**config.mk**
```make
export PLATFORM = sky130hd
export DESIGN_NAME = ifetch_ctrl
export DESIGN_NICKNAME = d
export VERILOG_FILES = /design/src/rtl/ifetch_ctrl.sv
export SDC_FILE = /design/constraint.sdc
export NUM_CORES = 1
export LEC_CHECK = 0
export BUFFER_PORTS_ARGS = -buffer_cell sky130_fd_sc_hd__buf_2
export CAP_MARGIN = 10
export CORE_MARGIN = 2
export CORE_UTILIZATION = 58
export CTS_BUF_LIST = sky130_fd_sc_hd__clkbuf_16
export DETAILED_ROUTE_END_ITERATION = 12
export GPL_TIMING_DRIVEN = 0
export PLACE_DENSITY = 0.88
export SETUP_SLACK_MARGIN = 0.02
export SLEW_MARGIN = 20
export SYNTH_ARGS = -nofsm -noshare
export SYNTH_HDL_FRONTEND = slang
export SYNTH_SLANG_ARGS = --single-unit
```
**constraint.sdc**
```tcl
create_clock -name clk -period 5.3 [get_ports clk]
set_input_delay 1.06 -clock clk [delete_from_list [all_inputs] [get_ports clk]]
set_output_delay 1.06 -clock clk [all_outputs]
set_load 0.01 [all_outputs]
```
**src/rtl/ifetch_ctrl.sv**
```systemverilog
// ifetch_ctrl: instruction-fetch sequencer.
// It owns the PC and drives the address of an asynchronous-read instruction memory.
// Each returned word is captured into a 2-entry FIFO, which decode drains over a
// valid/ready handshake. Redirects flush the queue and reload the PC. A misaligned
// or out-of-range PC raises a fault, which is held until a redirect.
//
// Ports:
//   clk, rst                     clock, synchronous active-high reset
//   fetch_en                     permits new fetches
//   imem_addr / imem_data        instruction memory byte address / returned word
//   redirect_valid / redirect_pc control-flow redirect pulse and target
//   inst_valid / inst_ready      queue head handshake to decode
//   inst_data / inst_pc          queue head word and its PC
//   fault / fault_pc             pending address fault and the offending PC
//
// state | meaning
// IDLE  | not fetching; queue drains
// FETCH | one fetch per cycle while the queue has room
// FAULT | bad PC seen; waits for a redirect, queue drains
module ifetch_ctrl #(
  parameter int unsigned ADDR_WIDTH = 32,
  parameter int unsigned DATA_WIDTH = 32,
  parameter logic [ADDR_WIDTH-1:0] RESET_PC = '0,
  parameter int unsigned IMEM_DEPTH = 256
) (
  input  logic                  clk,
  input  logic                  rst,
  input  logic                  fetch_en,
  output logic [ADDR_WIDTH-1:0] imem_addr,
  input  logic [DATA_WIDTH-1:0] imem_data,
  input  logic                  redirect_valid,
  input  logic [ADDR_WIDTH-1:0] redirect_pc,
  output logic                  inst_valid,
  input  logic                  inst_ready,
  output logic [DATA_WIDTH-1:0] inst_data,
  output logic [ADDR_WIDTH-1:0] inst_pc,
  output logic                  fault,
  output logic [ADDR_WIDTH-1:0] fault_pc
);

  localparam logic [ADDR_WIDTH-1:0] LAST_ADDR = ADDR_WIDTH'(IMEM_DEPTH - 4);

  typedef enum logic [1:0] {
    IDLE  = 2'd0,
    FETCH = 2'd1,
    FAULT = 2'd2
  } state_t;

  state_t state, state_next;

  logic [ADDR_WIDTH-1:0] pc;
  logic [1:0]            count;
  logic [DATA_WIDTH-1:0] q0_data, q1_data;
  logic [ADDR_WIDTH-1:0] q0_pc, q1_pc;

  logic pop, push, set_fault, pc_illegal;

  assign imem_addr  = pc;
  assign inst_valid = (count != 2'd0);
  assign inst_data  = q0_data;
  assign inst_pc    = q0_pc;
  assign pop        = inst_valid & inst_ready;

  // The bound test rejects the PC before pc+4 could ever wrap back to a legal address.
  assign pc_illegal = (pc[1:0] != 2'b00) || (pc > LAST_ADDR);

  always_comb begin
    state_next = state;
    push       = 1'b0;
    set_fault  = 1'b0;
    if (redirect_valid) begin
      state_next = fetch_en ? FETCH : IDLE;
    end else begin
      case (state)
        IDLE: begin
          if (fetch_en) state_next = FETCH;
        end
        FETCH: begin
          if (!fetch_en) begin
            state_next = IDLE;
          end else if (pc_illegal) begin
            set_fault  = 1'b1;
            state_next = FAULT;
          end else if ((count != 2'd2) || pop) begin
            push = 1'b1;
          end
        end
        FAULT: begin
          state_next = FAULT;
        end
        default: state_next = IDLE;
      endcase
    end
  end

  always_ff @(posedge clk) begin
    if (rst) begin
      state    <= IDLE;
      pc       <= RESET_PC;
      count    <= 2'd0;
      q0_data  <= '0;
      q0_pc    <= '0;
      q1_data  <= '0;
      q1_pc    <= '0;
      fault    <= 1'b0;
      fault_pc <= '0;
    end else begin
      state <= state_next;
      if (redirect_valid) begin
        // Any entry popped this cycle is taken by decode; everything else is dropped.
        pc    <= redirect_pc;
        count <= 2'd0;
        fault <= 1'b0;
      end else begin
        if (set_fault) begin
          fault    <= 1'b1;
          fault_pc <= pc;
        end
        if (push) pc <= pc + ADDR_WIDTH'(4);

        // Head always lives in entry 0; a pop shifts entry 1 forward.
        if (push && pop) begin
          if (count == 2'd2) begin
            q0_data <= q1_data;
            q0_pc   <= q1_pc;
            q1_data <= imem_data;
            q1_pc   <= pc;
          end else begin
            q0_data <= imem_data;
            q0_pc   <= pc;
          end
        end else if (push) begin
          if (count == 2'd0) begin
            q0_data <= imem_data;
            q0_pc   <= pc;
          end else begin
            q1_data <= imem_data;
            q1_pc   <= pc;
          end
          count <= count + 2'd1;
        end else if (pop) begin
          q0_data <= q1_data;
          q0_pc   <= q1_pc;
          count   <= count - 2'd1;
        end
      end
    end
  end

endmodule

```
## Word level (Yosys, flattened, before mapping)

Index checks and enable logic that the tools add are counted.

| cells by class | value |
|---|---|
| reduce and logical (&&, ||, !) cells | 17 |
| add/subtract/negate cells | 3 |
| muxes and demuxes | 37 |
| eq/ne operators | 9 |
| $lt $le $gt $ge | 1 |
| bitwise gates (word level) | 3 |

Operator list:

| operator | number |
|---|---|
| $mux 32 | 20 |
| $add 32x3->32 const B | 1 |
| $gt 32x8->1 const B | 1 |
| $mux 2 | 6 |
| $mux 1 | 10 |
| $reduce_bool 2->1 | 5 |
| $pmux 2 s3 | 1 |
| $reduce_and 2->1 | 3 |
| $eq 2x2->1 const B | 2 |
| $logic_not 2->1 | 2 |
| $ne 2x2->1 const B | 2 |
| $ne 4x4->1 const B | 1 |
| $reduce_and 4->1 | 1 |
| $ne 3x1->1 const B | 1 |
| $ne 3x3->1 const B | 1 |
| $reduce_and 3->1 | 1 |
| $reduce_bool 3->1 | 1 |
| $add 2x1->2 const B | 1 |
| $eq 2x1->1 const B | 1 |
| $logic_or 1x1->1 | 2 |
| $ne 2x1->1 const B | 1 |
| $not 1->1 | 2 |
| $reduce_or 2->1 | 1 |
| $sub 2x1->2 const B | 1 |
| 2 further kinds | 2 |

| word-level totals | value |
|---|---|
| flip-flop bits (word level) | 197 |
| output and inout port bits | 130 |
| logic and storage cells | 79 |

## Logic depth before layout (Yosys ltp)

Gate-level depths: netlist of run 1.

| depth | value |
|---|---|
| depth after elaboration | 11 |
| mapped depth | 10 |
| gate-level depth less buffers | 8 |

## Worst setup path after synthesis of run 1

OpenSTA, ideal clock, no wires.

| timing path | value |
|---|---|
| kind | input port to flip-flop |
| start | in redirect_valid |
| end | reg q0_pc[0], in the netlist inst_pc[0] |
| arrival | 3.578 ns |
| path slack | 1.606 ns |
| data required time | 5.184 ns |
| stages | 10 |
| cell sequence | clkbuf_1 > nand4bb_1 > nor4_4 > ha_1 > clkbuf_1 > nand2_1 > clkbuf_1 > mux2i_1 > nor3_1 > a31o_2 |

| on the way | value |
|---|---|
| longest elaborated chain between the ends | 4 |
| elaborated cells between the ends (all ways) | 8 |

Ends and longest elaborated chain:

| what | RTL line | source |
|---|---|---|
| start, declared | 31 | `input logic redirect_valid,` |
| $mux 1 | 71 | `if (redirect_valid) begin` |
| $logic_and 1x1->1 | 122 | `if (push && pop) begin` |
| $ne 3x1->1 (no source line) / $reduce_bool 3->1 (equally long branches) | -- |  |
| $reduce_and 3->1 (no source line) | -- |  |
| end signal, assigned | 125 | `q0_pc <= q1_pc;` |
| end signal, assigned | 130 | `q0_pc <= pc;` |
| end signal, assigned | 135 | `q0_pc <= pc;` |
| end, declared | 54 | `logic [ADDR_WIDTH-1:0] q0_pc, q1_pc;` |

Parallel ways exist; a longest one is shown, timed or not.
A chain may end at the register's enable or synchronous reset.

## Worst setup path in the final report of run 1

| timing path | value |
|---|---|
| start | reg pc[14], in the netlist imem_addr[14] |
| end | reg q0_pc[31], in the netlist inst_pc[31] |

| on the way | value |
|---|---|
| longest elaborated chain between the ends | 9 |
| elaborated cells between the ends (all ways) | 12 |

Ends and longest elaborated chain:

| what | RTL line | source |
|---|---|---|
| start, declared | 51 | `logic [ADDR_WIDTH-1:0] pc;` |
| start signal, assigned | 111 | `pc <= redirect_pc;` |
| start signal, assigned | 119 | `if (push) pc <= pc + ADDR_WIDTH'(4);` |
| $gt 32x8->1 (*) | 65 | `assign pc_illegal = (pc[1:0] != 2'b00) \|\| (pc > LAST_ADDR);` |
| $logic_or 1x1->1 (*) | 65 |  |
| $mux 1 (*) | 81 | `end else if (pc_illegal) begin` |
| $mux 1 (*) | 79 | `if (!fetch_en) begin` |
| $mux 1 (*) | 74 | `case (state)` |
| $mux 1 (*) | 71 |  |
| $logic_and 1x1->1 | 122 |  |
| $ne 3x1->1 (no source line) / $reduce_bool 3->1 (equally long branches) | -- |  |
| $reduce_and 3->1 (no source line) | -- |  |

Mark *: on every way between the ends. The rest lies on a longest branch, timed or not.

==> metrics, run 1 <==
result of the run=finished clean; clock transition at the register clock pins on the worst setup and hold paths after CTS=0.07 ns; power density normalized to cell area=280 nW/µm²; y dimension of the die=127 µm; transition time at the pin with the least slew margin=0.919 ns; die extent in x=127 µm; number of distinct library cell variants in the gate-level netlist after synthesis=46; maximum fanout encountered on the critical timing path=10; source-to-sink clock delay at the later pin of the worst-skew pair=0.45 ns; number of antenna violations at the first check in global routing=1; number of enable flip-flop cells after synthesis=0; final estimated routing congestion in global placement=0.931; sink count of the clock tree=197; first-pass GRT wire length=42.3 mm; required arrival time at the worst endpoint=approximately 5.7 ns; Die ar.=16,300 µm²; kind of start point of the critical path=flip-flop; clock buffer count from CTS=17; part of the power in registers=approximately half; most used flip-flop cell after synthesis=sky130_fd_sc_hd__dfxtp_1; maximum operating frequency=230 MHz; effective utilization at floorplan=58.8%; number of vias per cell after detailed routing=6.15; fraction of registers with async set or reset after synthesis=0%; share of the yosys chip area belonging to registers=44.6%; Syn. warnings=0; internal power of the cells=approximately 2.2 mW; post-detailed-routing wire length=around 26 mm; post-CTS setup-driven buffer insertion count=0; number of H-tree levels=4; maximum vdd drop=229 µV; leak pwr=4.26 nW; area of the core region=15,000 µm²; Sw Pwr=0.755 mW; detailed-route wire length per cell=between 15 and 20 µm; crit path capture type=flip-flop; fraction of final layout cells with drive strength greater than 1=a little under a quarter; number of standard cells after synthesis=1,017; buffers from clock root to sink, at most=2; count of final hold-check violations=0; class of the most critical setup path=reg -> reg; post-layout power=2.97 mW; share of total power consumed by net switching=25.4%; number of remaining DRC errors=0; total of hold buffers inserted after clock tree synthesis=0; count of fill cells added during filler insertion=around 1,200; detailed-placement wirelength estimate=18.7 mm; number of DRC violations after detailed-routing iteration 0=1,018; detailed-router iteration count before antenna repair=5; number of register bits inferred by synthesis=197; antenna-violating nets left=0; part of the power in combinational logic=6.5%; vias in the first global route=8,252; worst clock skew=0.0143 ns; clock tree from TritonCTS=built; worst hold-check slack=around 0.46 ns; GRT Residual Overflow=0; Synth-to-Final Area Change=20.0%; clock tree root buffer cell=sky130_fd_sc_hd__clkbuf_16; PortBufs=196; final-stage net count=1,303; Rel. slew slack=38.1%; max-slew violation count=0; max-capacitance violation count=0; final setup TNS=0 ns; WP data arrival=about 4.7 ns; final period utilization=82.2%; part of the total power dissipated in the clock network=41.8%; number of nets produced by synthesis=between 1,000 and 1,500; synthesized cell area=8840 µm²; largest net degree at the start of global routing=18; Resize count post-CTS=0; io pins=just under 200; placement row count=45; mean instance size in the synthesized netlist=8.70 µm²; class of the tightest hold or removal check=reg -> reg; overall via count from detail_route=slightly below 9,000; setup violation total in the final timing report=0; post-layout min period=about 4.4 ns; RSZ-0062 raised after global routing=no; GR Util All Layers=32.7%
metrics by stage:
stage	area, µm²	utilization (%)	cells	setup slack [ns]
floorplan	8840	-	1017	1.61
global placement	10100	66.9	1401	0.716
detailed placement	10100	66.9	1401	0.728
CTS	10600	70.6	1433	0.971
global route	10600	70.6	1433	0.741
finish	10600	70.6	1434	0.944
power groups by stage:
stage	Sequential (mW)	Combinational (mW)	Clock, mW
after floorplan	1.56	0.0974	0
after global placement	1.57	0.184	0
after detailed placement	1.57	0.188	0
after CTS	1.53	0.190	1.24
after global routing	1.54	0.209	1.31
final	1.54	0.193	1.24
kinds of logic (layout without fill, tap and decap cells):
group           count (synthesis)  after routing  synth area share [%]
other cells                     0              1                     0
simple gates                  363            363                  18.7
fa+ha+maj                       2              2                 0.283
mux                            97             97                  11.0
xor+xnor                        2              2                 0.198
buf+inv                       101            329                  5.23
compound gates                255            255                  20.0
flops                         197            197                  44.6
path summary, 6_finish.rpt:
kind / depth (start not counted) / to / slack, ns / startpoint
hold / removal: 2 / fault_pc[6]$_SDFFE_PP0P_ / 0.46 / fault_pc[6]$_SDFFE_PP0P_
setup / recovery: 10 / inst_pc[31]$_SDFFE_PP0P_ / 0.94 / imem_addr[14]$_SDFFE_PP0P_
setup reg to reg: 10 / inst_pc[31]$_SDFFE_PP0P_ / 0.94 / imem_addr[14]$_SDFFE_PP0P_
hold reg to reg: 2 / fault_pc[6]$_SDFFE_PP0P_ / 0.46 / fault_pc[6]$_SDFFE_PP0P_
critical path, cell delays in order, from the launching register on:
cell and delay (ns):
sky130_fd_sc_hd__dfxtp_1 0.45, sky130_fd_sc_hd__or4_4 0.61, sky130_fd_sc_hd__or3_4 0.42, sky130_fd_sc_hd__nor4_4 0.55
sky130_fd_sc_hd__ha_1 0.43, sky130_fd_sc_hd__clkbuf_1 0.36, sky130_fd_sc_hd__nand2_1 0.38, sky130_fd_sc_hd__clkbuf_1 0.40
sky130_fd_sc_hd__mux2i_1 0.36, sky130_fd_sc_hd__nor3_1 0.08, sky130_fd_sc_hd__a31o_2 0.22
registers in the layout, indices dropped and copies added, names as in the netlist:
name and flops:
inst_data 32, q1_pc 32, imem_addr 32, count 2
state 2, fault 1, fault_pc 32, q1_data 32
inst_pc 32
synthesized netlist by cell type (2+ instances only):
cell                         n  area [µm²]
sky130_fd_sc_hd__clkbuf_1   66         248
sky130_fd_sc_hd__buf_6       7        78.8
sky130_fd_sc_hd__and3_1      4        25.0
sky130_fd_sc_hd__nand2_1   200         751
sky130_fd_sc_hd__nor4_1      6        37.5
sky130_fd_sc_hd__nor2b_1     2        12.5
sky130_fd_sc_hd__inv_1       6        22.5
sky130_fd_sc_hd__nand3b_1    4        30.0
sky130_fd_sc_hd__buf_4       4        30.0
sky130_fd_sc_hd__a311oi_1   39         342
sky130_fd_sc_hd__nor2_1     53         199
sky130_fd_sc_hd__a22oi_1    38         285
sky130_fd_sc_hd__nor3b_1     2        15.0
sky130_fd_sc_hd__a31o_2     28         245
sky130_fd_sc_hd__and4_1      2        17.5
sky130_fd_sc_hd__nor3_2      3        30.0
sky130_fd_sc_hd__or4_4       2        22.5
sky130_fd_sc_hd__mux2i_1    97         971
sky130_fd_sc_hd__ha_1        2        25.0
sky130_fd_sc_hd__a21o_1      2        15.0
sky130_fd_sc_hd__nand2b_1   39         244
sky130_fd_sc_hd__dfxtp_1   197        3940
sky130_fd_sc_hd__or2_2       2        12.5
sky130_fd_sc_hd__nor3_1     34         170
sky130_fd_sc_hd__nand4_1     2        12.5
sky130_fd_sc_hd__buf_1       5        18.8
sky130_fd_sc_hd__a21oi_1    77         385
sky130_fd_sc_hd__a22o_1     18         158
sky130_fd_sc_hd__buf_2      13        65.1
sky130_fd_sc_hd__nand3_1     2        10.0
sky130_fd_sc_hd__a31oi_1    43         269
sky130_fd_sc_hd__o21ai_0     3        15.0
sky130_fd_sc_hd__xnor2_1     2        17.5
layout by cell type, fill, tap and decap left out, types with 4 or more instances in the layout:
cell / count
sky130_fd_sc_hd__a21oi_1: 77
sky130_fd_sc_hd__a22o_1: 18
sky130_fd_sc_hd__a22oi_1: 38
sky130_fd_sc_hd__a311oi_1: 39
sky130_fd_sc_hd__a31o_2: 28
sky130_fd_sc_hd__a31oi_1: 43
sky130_fd_sc_hd__and3_1: 4
sky130_fd_sc_hd__buf_1: 5
sky130_fd_sc_hd__buf_2: 209
sky130_fd_sc_hd__buf_4: 4
sky130_fd_sc_hd__buf_6: 7
sky130_fd_sc_hd__clkbuf_1: 66
sky130_fd_sc_hd__clkbuf_16: 17
sky130_fd_sc_hd__dfxtp_1: 197
sky130_fd_sc_hd__inv_1: 9
sky130_fd_sc_hd__inv_6: 7
sky130_fd_sc_hd__mux2i_1: 97
sky130_fd_sc_hd__nand2_1: 200
sky130_fd_sc_hd__nand2b_1: 39
sky130_fd_sc_hd__nand3b_1: 4
sky130_fd_sc_hd__nor2_1: 53
sky130_fd_sc_hd__nor3_1: 34
sky130_fd_sc_hd__nor4_1: 6
cell type report:
type	instances	area (µm²)	area share (%)
antenna	1	2.50	0.0236
buffer	95	440	4.15
clock buffer	17	425	4.01
clock inverter	15	128	1.20
inverter	6	22.5	0.212
multi-input combinational	719	4440	41.8
sequential	197	3940	37.1
tap	188	235	2.22
timing repair buffer	196	981	9.24
per-layer routing:
layer  global-route usage (%)  up-vias  routed length (µm)
li1                         -     4093                   -
met1                     41.1     4195               10600
met2                     55.0      472               12800
met3                     7.41       58                2370
met4                     12.2        0                 690
met5                        0        -                   0
No activity file was read; power rests on OpenSTA's default activity.
==> run 2, diff against run 1 <==
--- a/config.mk
+++ b/config.mk
@@ -5,14 +5,15 @@
 export SDC_FILE = /design/constraint.sdc
 export NUM_CORES = 1
 export LEC_CHECK = 0
+export ABC_AREA = 1
 export BUFFER_PORTS_ARGS = -buffer_cell sky130_fd_sc_hd__buf_2
 export CAP_MARGIN = 10
 export CORE_MARGIN = 2
-export CORE_UTILIZATION = 58
+export CORE_UTILIZATION = 55
 export CTS_BUF_LIST = sky130_fd_sc_hd__clkbuf_16
 export DETAILED_ROUTE_END_ITERATION = 12
 export GPL_TIMING_DRIVEN = 0
-export PLACE_DENSITY = 0.88
+export PLACE_DENSITY = 0.83
 export SETUP_SLACK_MARGIN = 0.02
 export SLEW_MARGIN = 20
 export SYNTH_ARGS = -nofsm -noshare
==> constraint.sdc (replaced) <==
create_clock -name clk -period 4.6 [get_ports clk]
set_input_delay 0.92 -clock clk [delete_from_list [all_inputs] [get_ports clk]]
set_output_delay 0.92 -clock clk [all_outputs]
set_load 0.01 [all_outputs]
==> run 2 against run 1 <==
Effect of this change:
- total power grew 21%
- sequential power grew 15%
- first-iteration DRC count up 22%
- die area rose by 17%
- global-route usage up 0.27 points
- critical path type is now in -> reg
==> metrics, run 2 <==
clock buffer count from CTS=17 (unchanged); io pins=199 (unchanged); Bufs and invs on worst path=7 (was 2); maximum operating frequency=254 MHz; power density normalized to cell area=308 nW/µm² (was 280 nW/µm²); worst hold-check slack=0.461 ns (was 0.457 ns); class of the tightest hold or removal check=reg -> reg (unchanged); final estimated routing congestion in global placement=0.966 (was 0.931); Crit-path slowest cell=sky130_fd_sc_hd__clkbuf_1 (was sky130_fd_sc_hd__or4_4); clock transition at the register clock pins on the worst setup and hold paths after CTS=0.07 ns (about the same); Die ar.=18,900 µm² (was 16,300 µm²); largest net degree at the start of global routing=18 (unchanged); number of vias per cell after detailed routing=5.38 (was 6.15); buffers from clock root to sink, at most=2 (unchanged); detailed-router iteration count before antenna repair=6 (was 5); Resize count post-CTS=0 (unchanged); synthesized cell area=9820 µm² (was 8840 µm²); GRT Residual Overflow=0 (unchanged); post-synth top area cell=sky130_fd_sc_hd__dfxtp_1 (unchanged); vias in the first global route=9,693 (was 8,252); first-pass GRT wire length=48.7 mm (was 42.3 mm); PortBufs=196 (unchanged); portion of synthesized cell area occupied by the leading cell type=40.2% (was 44.6%); worst stage delay on the critical path=0.51 ns (was 0.61 ns); top library cells by usage in the layout, fill and taps aside=sky130_fd_sc_hd__nand2_1 (360), sky130_fd_sc_hd__nor2_1 (255), sky130_fd_sc_hd__buf_2 (230) (was sky130_fd_sc_hd__buf_2 (209), sky130_fd_sc_hd__nand2_1 (200), sky130_fd_sc_hd__dfxtp_1 (197)); RSZ-0062 raised after global routing=no (unchanged); Rel. slew slack=42.9% (was 38.1%); clock tree root buffer cell=sky130_fd_sc_hd__clkbuf_16 (unchanged); setup violation total in the final timing report=0 (unchanged); most used flip-flop cell after synthesis=sky130_fd_sc_hd__dfxtp_1 (unchanged); final-stage net count=1,836 (was 1,303); area of the core region=17,400 µm² (was 15,000 µm²); final period utilization=85.5%; class of the most critical setup path=in -> reg (was reg -> reg); maximum vdd drop=286 µV (was 229 µV); mean instance size in the synthesized netlist=6.33 µm² (was 8.70 µm²); main combinational cell family by area after synthesis=simple AND/OR/NAND/NOR gates (was compound AO/OA/AOI/OAI gates); transition time at the pin with the least slew margin=0.857 ns (was 0.919 ns); post-layout min period=3.93 ns; most frequent cells after synthesis=sky130_fd_sc_hd__nand2_1 (360), sky130_fd_sc_hd__nor2_1 (255), sky130_fd_sc_hd__dfxtp_1 (197) (was sky130_fd_sc_hd__nand2_1 (200), sky130_fd_sc_hd__dfxtp_1 (197), sky130_fd_sc_hd__mux2i_1 (97)); number of H-tree levels=4 (unchanged); maximum fanout encountered on the critical timing path=10 (unchanged); biggest area contributors in the synthesized netlist=sky130_fd_sc_hd__dfxtp_1 (40%), sky130_fd_sc_hd__nand2_1 (14%), sky130_fd_sc_hd__nor2_1 (9.7%), sky130_fd_sc_hd__nand3_1 (9.4%), sky130_fd_sc_hd__a21oi_1 (7.3%) (was sky130_fd_sc_hd__dfxtp_1 (45%), sky130_fd_sc_hd__mux2i_1 (11%), sky130_fd_sc_hd__nand2_1 (8.5%), sky130_fd_sc_hd__a21oi_1 (4.4%), sky130_fd_sc_hd__a311oi_1 (3.9%)); count of final hold-check violations=0 (unchanged); final setup TNS=0 ns (unchanged); sequence of cells on the critical path=clkbuf_1, nor2_1, nand3_2, buf_2, inv_2, ha_1, clkbuf_1, inv_1, clkbuf_1, clkbuf_1, nand2_1, nor2_1, nor2_1, nor2_1 (was or4_4, or3_4, nor4_4, ha_1, clkbuf_1, nand2_1, clkbuf_1, mux2i_1, nor3_1, a31o_2); overall via count from detail_route=10,800 (was 8,818); kind of start point of the critical path=input pin (was flip-flop); Syn. warnings=0 (unchanged); number of standard cells after synthesis=1,550 (was 1,017); source-to-sink clock delay at the later pin of the worst-skew pair=0.44 ns (was 0.45 ns); DP Area=11,100 µm² (was 10,100 µm²); placement row count=48 (was 45); leak pwr=5.67 nW (was 4.26 nW); effective utilization at floorplan=56.6% (was 58.8%); number of register bits inferred by synthesis=197 (unchanged); number of DRC violations after detailed-routing iteration 0=1,237 (was 1,018); share of synthesized area spent on multiplexers=0% (was 11.0%); antenna-violating nets left=0 (unchanged); fraction of final layout cells with drive strength greater than 1=15.4% (was 23.0%); die extent in x=138 µm (was 127 µm); post-detailed-routing wire length=31.3 mm (was 26.5 mm); R2R cell count=17 (was 10); sink count of the clock tree=197 (unchanged); fraction of the mapped netlist area in compound gates=13.8% (was 20.0%); path length in cells of the critical path=14 (was 10); max-capacitance violation count=0 (unchanged); detailed-route wire length per cell=15.6 µm (was 18.5 µm); detailed-placement wirelength estimate=22.6 mm (was 18.7 mm); fin area=11,700 µm² (was 10,600 µm²); GR Util All Layers=33.0% (was 32.7%); number of antenna violations at the first check in global routing=2 (was 1); clock tree from TritonCTS=built (unchanged); number of nets produced by synthesis=1,621 (was 1,088); result of the run=finished clean (unchanged); area share of fa/ha/maj cells after synthesis=0.255% (was 0.283%); Synth-to-Final Area Change=19.3% (was 20.0%); y dimension of the die=138 µm (was 127 µm); total of hold buffers inserted after clock tree synthesis=0 (unchanged); Top delay family on crit path=buffers and inverters (was simple AND/OR/NAND/NOR gates); hold depth=2 (unchanged); max-slew violation count=0 (unchanged); number of remaining DRC errors=0 (unchanged); WP data arrival=4.31 ns (was 4.70 ns); library cell with the highest instance count after synthesis=sky130_fd_sc_hd__nand2_1 (unchanged); post-CTS setup-driven buffer insertion count=0 (unchanged); number of distinct library cell variants in the gate-level netlist after synthesis=26 (was 46); crit path capture type=flip-flop (unchanged); most common cell after layout, fill and taps aside=sky130_fd_sc_hd__nand2_1 (was sky130_fd_sc_hd__buf_2); share of the yosys chip area belonging to registers=40.2% (was 44.6%); required arrival time at the worst endpoint=4.98 ns (was 5.65 ns); post-layout power=3.61 mW (was 2.97 mW); number of enable flip-flop cells after synthesis=0 (unchanged); Post-Synth XOR/XNOR Area=0.535% (was 0.198%); post-synthesis simple-gate area fraction=33.5% (was 18.7%); worst clock skew=0.00893 ns (was 0.0143 ns); fraction of registers with async set or reset after synthesis=0% (unchanged)
==> run 2: worst min-delay path, stage by stage, from the launching register on <==
cell and delay (ns):
sky130_fd_sc_hd__dfxtp_1 0.31, sky130_fd_sc_hd__nand2_1 0.06, sky130_fd_sc_hd__a21oi_1 0.05
==> run 2: cell type report <==
class / instances / area (µm²)
Antenna cell: 3 / 7.51
Buffer: 118 / 523
Clock buffer: 17 / 425
Clock inverter: 15 / 199
Fill cell: 1591 / 5640
Inverter: 169 / 634
Multi-Input combinational cell: 1066 / 4720
Sequential cell: 197 / 3940
Tap cell: 225 / 282
Timing Repair Buffer: 196 / 981
==> run 2: where the power goes <==
| part | total (mW) | internal [mW] | switching (mW) |
|---|---|---|---|
| sequential | 1.77 | 1.73 | 0.0382 |
| combinational | 0.223 | 0.0722 | 0.151 |
| clock | 1.62 | 0.915 | 0.700 |
==> run 2: worst paths after layout <==
kind         slack (ns)                        from                        end
min reg2reg        0.46     q1_data[5]$_SDFFE_PP0P_    q1_data[5]$_SDFFE_PP0P_
max reg2reg        0.94  imem_addr[31]$_SDFFE_PP0P_   inst_pc[14]$_SDFFE_PP0P_
max                0.67              redirect_valid  inst_data[3]$_SDFFE_PP0P_
min                0.46     q1_data[5]$_SDFFE_PP0P_    q1_data[5]$_SDFFE_PP0P_
==> run 2: cell families (layout without fill, tap and decap cells) <==
logic type / after synthesis / after routing
fa+ha+maj: 2 / 2
other cells: 0 / 3
compound gates: 251 / 251
simple gates: 807 / 807
xor+xnor: 6 / 6
buf+inv: 287 / 515
flops: 197 / 197
==> run 2: stage by stage <==
step | utilization, % | std cells | worst slack (ns)
finish | 67.5 | 2006 | 0.669
global route | 67.5 | 2005 | 0.560
detailed placement | 63.8 | 1971 | 0.417
floorplan | - | 1550 | 1.58
CTS | 67.4 | 2003 | 0.828
global placement | 63.8 | 1971 | 0.518
==> run 2: metal layers <==
metal	share of wire, %	up-vias	track usage (%)
li1	-	5326	-
met5	0	-	0
met3	11	68	8.20
met1	44	4799	47.0
met4	2.6	0	12.5
met2	42	597	47.9
